### src/rtl/l2_grad.sv
// l2_grad: streams dL/dyHat = 2*(yHat - y) per element under valid/ready and
// accumulates the squared-error loss. Define L2_GRAD_SAT_EN to saturate grad/loss.
module l2_grad #(
  parameter int IL    = 4,
  parameter int FL    = 16,
  parameter int size  = 16,
  parameter int width = $clog2(size)
) (
  input  logic                                clk,
  input  logic                                reset,
  input  logic                                start,
  input  logic signed [size-1:0][IL+FL-1:0]   yHat,
  input  logic signed [size-1:0][IL+FL-1:0]   y,
  input  logic        [width:0]               num,
  output logic                                busy,
  output logic                                grad_valid,
  input  logic                                grad_ready,
  output logic signed [IL+FL-1:0]             grad,
  output logic        [width-1:0]             grad_idx,
  output logic signed [IL+FL-1:0]             loss,
  output logic                                done
);

  localparam int W  = IL + FL;
  localparam int AW = 2 * W;
  localparam logic [width:0] NMAX = (width+1)'(size);

  typedef enum logic [1:0] {IDLE, STREAM, FINISH} state_t;

  state_t                  r_state, w_next;
  logic signed [W-1:0]     r_yh [size];
  logic signed [W-1:0]     r_y  [size];
  logic        [width:0]   r_n;
  logic        [width-1:0] r_idx_p0;
  logic                    r_vld_p0;
  logic signed [W-1:0]     r_grad_p0;
  logic signed [AW-1:0]    r_acc;

  logic                    w_cap, w_hs, w_last;
  logic        [width:0]   w_n;
  logic        [width-1:0] w_nidx;

  function automatic logic signed [W-1:0] grad_of(input logic signed [W-1:0] a,
                                                  input logic signed [W-1:0] b);
`ifdef L2_GRAD_SAT_EN
    logic signed [W:0]   d;
    logic signed [W+1:0] g;
    d = {a[W-1], a} - {b[W-1], b};
    g = {d, 1'b0};
    // In range only when the bits above the W-bit sign position agree with it.
    if ((g[W+1:W-1] == 3'b000) || (g[W+1:W-1] == 3'b111))
      return g[W-1:0];
    else if (g[W+1])
      return {1'b1, {(W-1){1'b0}}};
    else
      return {1'b0, {(W-1){1'b1}}};
`else
    return (a - b) <<< 1;
`endif
  endfunction

  function automatic logic signed [AW-1:0] sq_of(input logic signed [W-1:0] a,
                                                 input logic signed [W-1:0] b);
    logic signed [W:0]      d;
    logic signed [2*W+1:0]  p;
    d = {a[W-1], a} - {b[W-1], b};
    p = d * d;
    return AW'(p >>> FL);
  endfunction

  function automatic logic signed [W-1:0] loss_of(input logic signed [AW-1:0] acc);
`ifdef L2_GRAD_SAT_EN
    localparam logic signed [AW-1:0] LMAX = AW'((2**(W-1)) - 1);
    // The sum of squares is never negative, so only the positive rail applies.
    return (acc > LMAX) ? {1'b0, {(W-1){1'b1}}} : W'(acc);
`else
    return W'(acc);
`endif
  endfunction

  assign w_n    = (num > NMAX) ? NMAX : num;
  assign w_cap  = (r_state == IDLE) && start;
  assign w_hs   = r_vld_p0 && grad_ready;
  assign w_last = w_hs && ({1'b0, r_idx_p0} == (r_n - (width+1)'(1)));
  assign w_nidx = r_idx_p0 + width'(1);

  always_ff @(posedge clk) begin
    if (reset) r_state <= IDLE;
    else       r_state <= w_next;
  end

  always_comb begin
    w_next = r_state;
    case (r_state)
      IDLE:    if (start) w_next = (w_n != '0) ? STREAM : FINISH;
      STREAM:  if (w_last) w_next = FINISH;
      FINISH:  w_next = IDLE;
      default: w_next = IDLE;
    endcase
  end

  // Stage p0: capture and output register holding the presented element
  always_ff @(posedge clk) begin
    if (reset) begin
      r_vld_p0  <= 1'b0;
      r_idx_p0  <= '0;
      r_grad_p0 <= '0;
      r_acc     <= '0;
      r_n       <= '0;
    end else if (w_cap) begin
      for (int i = 0; i < size; i++) begin
        r_yh[i] <= $signed(yHat[i]);
        r_y[i]  <= $signed(y[i]);
      end
      r_n       <= w_n;
      r_idx_p0  <= '0;
      r_acc     <= '0;
      r_vld_p0  <= (w_n != '0);
      r_grad_p0 <= grad_of($signed(yHat[0]), $signed(y[0]));
    end else if (w_hs) begin
      r_acc <= r_acc + sq_of(r_yh[r_idx_p0], r_y[r_idx_p0]);
      if (w_last) begin
        r_vld_p0 <= 1'b0;
      end else begin
        r_idx_p0  <= w_nidx;
        r_grad_p0 <= grad_of(r_yh[w_nidx], r_y[w_nidx]);
      end
    end
  end

  assign busy       = (r_state != IDLE);
  assign done       = (r_state == FINISH);
  assign grad_valid = r_vld_p0;
  assign grad       = r_grad_p0;
  assign grad_idx   = r_idx_p0;
  assign loss       = loss_of(r_acc);

endmodule

### config.mk
export PLATFORM = sky130hd
export DESIGN_NAME = l2_grad
export DESIGN_NICKNAME = d
export VERILOG_FILES = /design/src/rtl/l2_grad.sv
export SDC_FILE = /design/constraint.sdc
export NUM_CORES = 2
export LEC_CHECK = 0
export CAP_MARGIN = 40
export CORE_ASPECT_RATIO = 0.9
export CORE_MARGIN = 2
export CORE_UTILIZATION = 60
export DETAILED_ROUTE_END_ITERATION = 10
export DONT_BUFFER_PORTS = 1
export PLACE_DENSITY = 0.81
export SYNTH_ARGS = -nofsm -noshare
export SYNTH_HDL_FRONTEND = slang
export SYNTH_SLANG_ARGS = --single-unit
### constraint.sdc
create_clock -name clk -period 17.89 [get_ports clk]
set_input_delay 0.8945 -clock clk [delete_from_list [all_inputs] [get_ports clk]]
set_output_delay 0.8945 -clock clk [all_outputs]
set_load 0.05 [all_outputs]
# --- After elaboration in Yosys (flattened, before gate mapping) ---
# Memories as Yosys holds them, arrays and structs flattened. A register that Yosys moved wholly into a read port is not among the register bits.
# Cells that the tools add are included.
word_totals:
  regBits: 71
  ramBits: 640
  inputBits: 649
  output_inout_bits: 47
  elab_cells: 54
  memories: 2
op_classes:
  n_addsub: 6
  n_mul: 1
  n_lt_le_gt_ge: 1
  eq_ne: 6
  n_mux: 18
  n_bitwise: 1
  n_reduce_logical: 13
mem_list:
  columns: ["memory", "words", "word_bits", "read_ports", "rd_ports_with_merged_regs", "write_ports", "line_no", "rtl"]
  rows:
  - ["r_y", 16, 20, 2, 1, 16, "32", "logic signed [W-1:0] r_y [size];"]
  - ["r_yh", 16, 20, 2, 1, 16, "31", "logic signed [W-1:0] r_yh [size];"]
ops:
  columns: ["cell", "count"]
  rows:
  - ["20-bit 2-to-1 mux", 3]
  - ["21-bit by 21-bit multiplier with 42-bit output", 1]
  - ["40-bit by 26-bit adder with 40-bit output", 1]
  - ["19-bit subtractor", 2]
  - ["20-bit by 20-bit subtractor with 21-bit output", 1]
  - ["4-bit 2-to-1 mux", 4]
  - ["2-bit AND reduction", 4]
  - ["1-bit 2-to-1 mux", 6]
  - ["2-bit 2-to-1 mux", 3]
  - ["2-bit inequality test (second input constant)", 3]
  - ["2-bit nonzero test", 3]
  - ["4-bit by 5-bit == test with 1-bit output", 1]
  - ["5-bit > comparator (second input constant)", 1]
  - ["5-bit 2-to-1 mux", 1]
  - ["5-bit nonzero test", 1]
  - ["5-bit by 1-bit subtractor with 5-bit output (second input constant)", 1]
  - ["4-bit by 1-bit adder with 4-bit output (second input constant)", 1]
  - ["2-bit one-hot mux with 2 select lines", 1]
  - ["1-bit logical AND", 3]
  - ["2-bit by 1-bit == test with 1-bit output (second input constant)", 1]
  - ["2-bit == test (second input constant)", 1]
  - ["2-bit zero test", 1]
  - ["2-bit OR reduction", 1]
  - ["1-bit NOT", 1]

# --- Depth between registers and ports, before layout ---
depth:
  ltp_word: 7
  mapped_depth: 56
  depth_no_buf: 52

# --- Worst setup path before layout ---
# OpenSTA, ideal clock, no wires.
synth_path:
  kind: "input to register"
  start: "in start"
  end: "mem r_y[0][0] in the netlist's numbering, enable pin"
  setup_ns: 0.986
  arrival_time_ns: 13.630
  required_ns: 16.904
  setup_slack_ns: 3.274
  stages: 4
  path_buffers: 1
  path_cell_list: "and2_1 -> clkbuf_1 -> nand2b_1 -> inv_1"
synth_rtl:
  columns: ["item", "line_no", "rtl"]
  rows:
  - ["start, declared", "11", "input logic start,"]
  - ["end, declared", "32", null]

==> results <==
- In the synthesized netlist, the number of instances is 3226.
- The netlist area before placement is 0.04637 sq mm.
- The via count of the first global-routing pass is 31050.
- Clock latency on the worst-skew pair, taken at its later pin, is 640 ps.
- The synthesized design spends more area on one cell type than any other, namely sky130_fd_sc_hd__edfxtp_1.
- The initial core utilization is 0.6070.
- Port buffering added 0 buffers.
- When the netlist entered floorplanning its net count stood at 4424.
- Setup repair after global routing left no endpoint under its margin.
- The average instance in the mapped netlist occupies 14.37 sq um.
- The H-tree depth is 3.
- The wire length of the first global-routing pass is 215500 um.
- Fill cells in the final layout number 5148.
- The share of flip-flops with an asynchronous set or reset after synthesis is 0.
- After routing, the total negative slack on setup checks comes to 0 ps.
- The count of nets left with antenna violations once routing finished came out at 0.
- The number of detailed-route iterations in the first pass is 7.
- The most used flip-flop cell after synthesis is sky130_fd_sc_hd__edfxtp_1.
- The die covers 0.07953 sq mm.
- The maximum buffer depth of the clock tree is 3.
- The height of the chip is 267.7 um.
- In the layout the commonest cells are sky130_fd_sc_hd__edfxtp_1, sky130_fd_sc_hd__inv_1, sky130_fd_sc_hd__mux4_2.
- The final layout contains 4412 nets.
- For this run, global-route usage on met1 was measured as 0.4388.
- The data required time of the critical path is 18430 ps.
- The met3 track demand over resource in global routing is 0.1521.
- The remaining global-route overflow is 0.
- By startpoint and endpoint, the worst setup path is classified as register to register.
- The worst setup slack after placement is 3366 ps.
- The total count of max-transition violations in the final report is 0.
- Of the post-synthesis cell area, the dominant cell type holds 0.4144.
- The slowest stage of the critical path is the sky130_fd_sc_hd__inv_1 cell.
- The startpoint kind of the worst setup timing path is a register.
- In this run the most used layer during global routing was met2.
- The hold-fix buffer count after cts is 0.
- After clock tree synthesis, the repair step resized 0 gates.
- The largest single stage delay on the critical path is 720 ps.
- In the global route stage, overall resource usage came out at 0.3829.
- After the first detailed-routing iteration, the DRC count stood at 4374.
- The area added between synthesis and finish is 8.545%.
- The reported max-cap violation count is 0.
- The cell that appears most often on the critical path is sky130_fd_sc_hd__fa_1.
- Entering global routing, the biggest net connects 186 pins.
- The worst setup path is captured at a register.
- The total CTS buffers is 70.
- Along the worst path, the maximum fanout reaches 97.
- The total core area is 0.07639 sq mm.
- The clock period could shrink to 14690 ps.
- The count of flip-flops with a built-in enable after synthesis is 640.
- After detailed routing, the number of remaining DRC violations is 0.
- The ratio of cells with drive above 1 in the final layout is 0.1778.
- The flop-to-flop setup slack is 3200 ps.
- The arrival time of the worst setup path is 15230 ps.
- The register clock-pin slew on the reported worst setup and hold paths is 70 ps.
- After detailed routing, the average wire length per cell comes to 35.02 um.
- The number of setup violations in the final report is 0.
- The width of the die is 297.0 um.
- The combined flip-flop and latch cell area is 0.02034 sq mm.
- By area the synthesized netlist is led by sky130_fd_sc_hd__edfxtp_1, sky130_fd_sc_hd__mux4_2, sky130_fd_sc_hd__fa_1.
- The worst min-delay path class is primary input to register.
- For the pin with the worst max-slew slack, the measured transition is 1105 ps.
- The maximum clock frequency is 68.09 MHz.
- Headroom to the max-slew limit came out at 0.2631.
- The total wire length is 154100 um.
- The cell at the root of the clock tree is sky130_fd_sc_hd__clkbuf_16.
- The post-route clock period utilization is 0.8209.
- The run finished with clean final reports.
- Once detailed placement completed, the half-perimeter wirelength came to 114400 um.
- Between clock sinks in the finished design, the worst skew comes to 34.70 ps.
- The number of storage elements in the synthesis netlist is 695.
- The number of antenna violations at the first check in global routing is 94.
- The sequential area share after synthesis is 0.4382.
- The number of different library cells in the post-synthesis netlist is 73.
- The area taken by multi-input logic gates is 0.02344 sq mm.
- In this run the post-CTS setup repair buffer count came out at 0.
- The TritonCTS sink count is 695.
- Yosys printed 0 warnings.
- The most common cell after layout, fill and taps aside is sky130_fd_sc_hd__edfxtp_1.
- The global routing usage on met2 is 0.5936.
- At the end of routability-driven placement, the weighted congestion stood at 1.038.
- Across all layers, the routed design uses 30290 vias.
- The worst path setup slack after routing is 3205 ps.
- The number of core rows is 96.
- TritonCTS built the clock tree.
- The total count of hold-check failures in the final report is 0.
- The number of top-level design ports is 696.
- In the routed layout, each cell is associated on average with a via count of 6.884.
sequential cells by signal, summed over array words and instances (netlist names), named ones only:
name        count
r_state         2
r_n             5
r_y           320
grad_valid      1
grad           19
r_yh          320
grad_idx        4
r_acc          20
path summary, 6_finish.rpt:
path / from / depth (start not counted) / to
setup reg to reg: register / 48 / r_acc[19]$_SDFFE_PP0P_
hold reg to reg: r_state[1]$_SDFFE_PP0P_ / 1 / r_state[1]$_SDFFE_PP0P_
setup / recovery: register / 48 / r_acc[19]$_SDFFE_PP0P_
hold / removal: yHat[284] / 0 / r_yh[14][4]$_DFFE_PP_
critical path: cells and delay by family (launching register included):
family / cells / cell delay [ps]
xor+xnor: 4 / 590
buf+inv: 5 / 1420
simple gates: 10 / 2260
mux: 2 / 1240
fa+ha+maj: 10 / 4390
compound gates: 17 / 3800
flops: 1 / 630
routing by layer:
layer,vias up,part of all wire
li1,11630,-
met1,15170,0.31
met2,2707,0.46
met3,753,0.14
met4,26,0.086
met5,-,0.0010
cell families after synthesis:
| logic type | count (synthesis) | share of synthesized area |
|---|---|---|
| buf+inv | 715 | 0.05823 |
| flops | 695 | 0.4382 |
| fa+ha+maj | 549 | 0.2074 |
| simple gates | 499 | 0.04754 |
| mux | 396 | 0.1908 |
| compound gates | 268 | 0.03805 |
| xor+xnor | 103 | 0.01978 |
| other cells | 1 | 0.00008087 |
cell usage after synthesis, drive strengths merged (3+ instances only):
cell type and number:
and2 15, clkbuf 96, or3 11, inv 573, nand4b 4, and3 8
nand2 186, mux2i 4, o21ai 45, nor3 29, dfxtp 55, buf 43
fa 366, o21bai 4, xor2 34, nand4 8, a21oi 95, nand3 12
a21boi 5, nor2 174, ha 183, nand2b 21, clkinv 3, edfxtp 640
a2111oi 3, or2 3, o211ai 4, o31ai 6, mux4 390, xnor2 69
a31oi 4, o21a 14, a21o 37, nand3b 6, a221oi 3, a211oi 27
o22ai 5, nor2b 13
through the flow:
step / cells / hold WS (ps) / utilization / cell area [sq um]
2_1_floorplan: 3226 / 435.7 / - / 46370
3_3_place_gp: 4154 / 457.5 / 0.6223 / 47540
3_5_place_dp: 4169 / 471.7 / 0.6262 / 47840
4_1_cts: 4290 / 306.4 / 0.6551 / 50050
5_1_grt: 4364 / 320.5 / 0.6577 / 50240
6_report: 4400 / 345.7 / 0.6589 / 50330
cell type report:
cell class,instances,area share
flip-flops and latches,695,0.4040
repair buffers,55,0.01248
clock buffers,78,0.03582
multi-input cells,1816,0.4656
diodes,108,0.005369
clock inverters,43,0.008029
inverters,576,0.04310
well taps,1029,0.02558
Power is not shown: default switching activity piles up to over one toggle a cycle in this logic, so the estimate is an artifact.
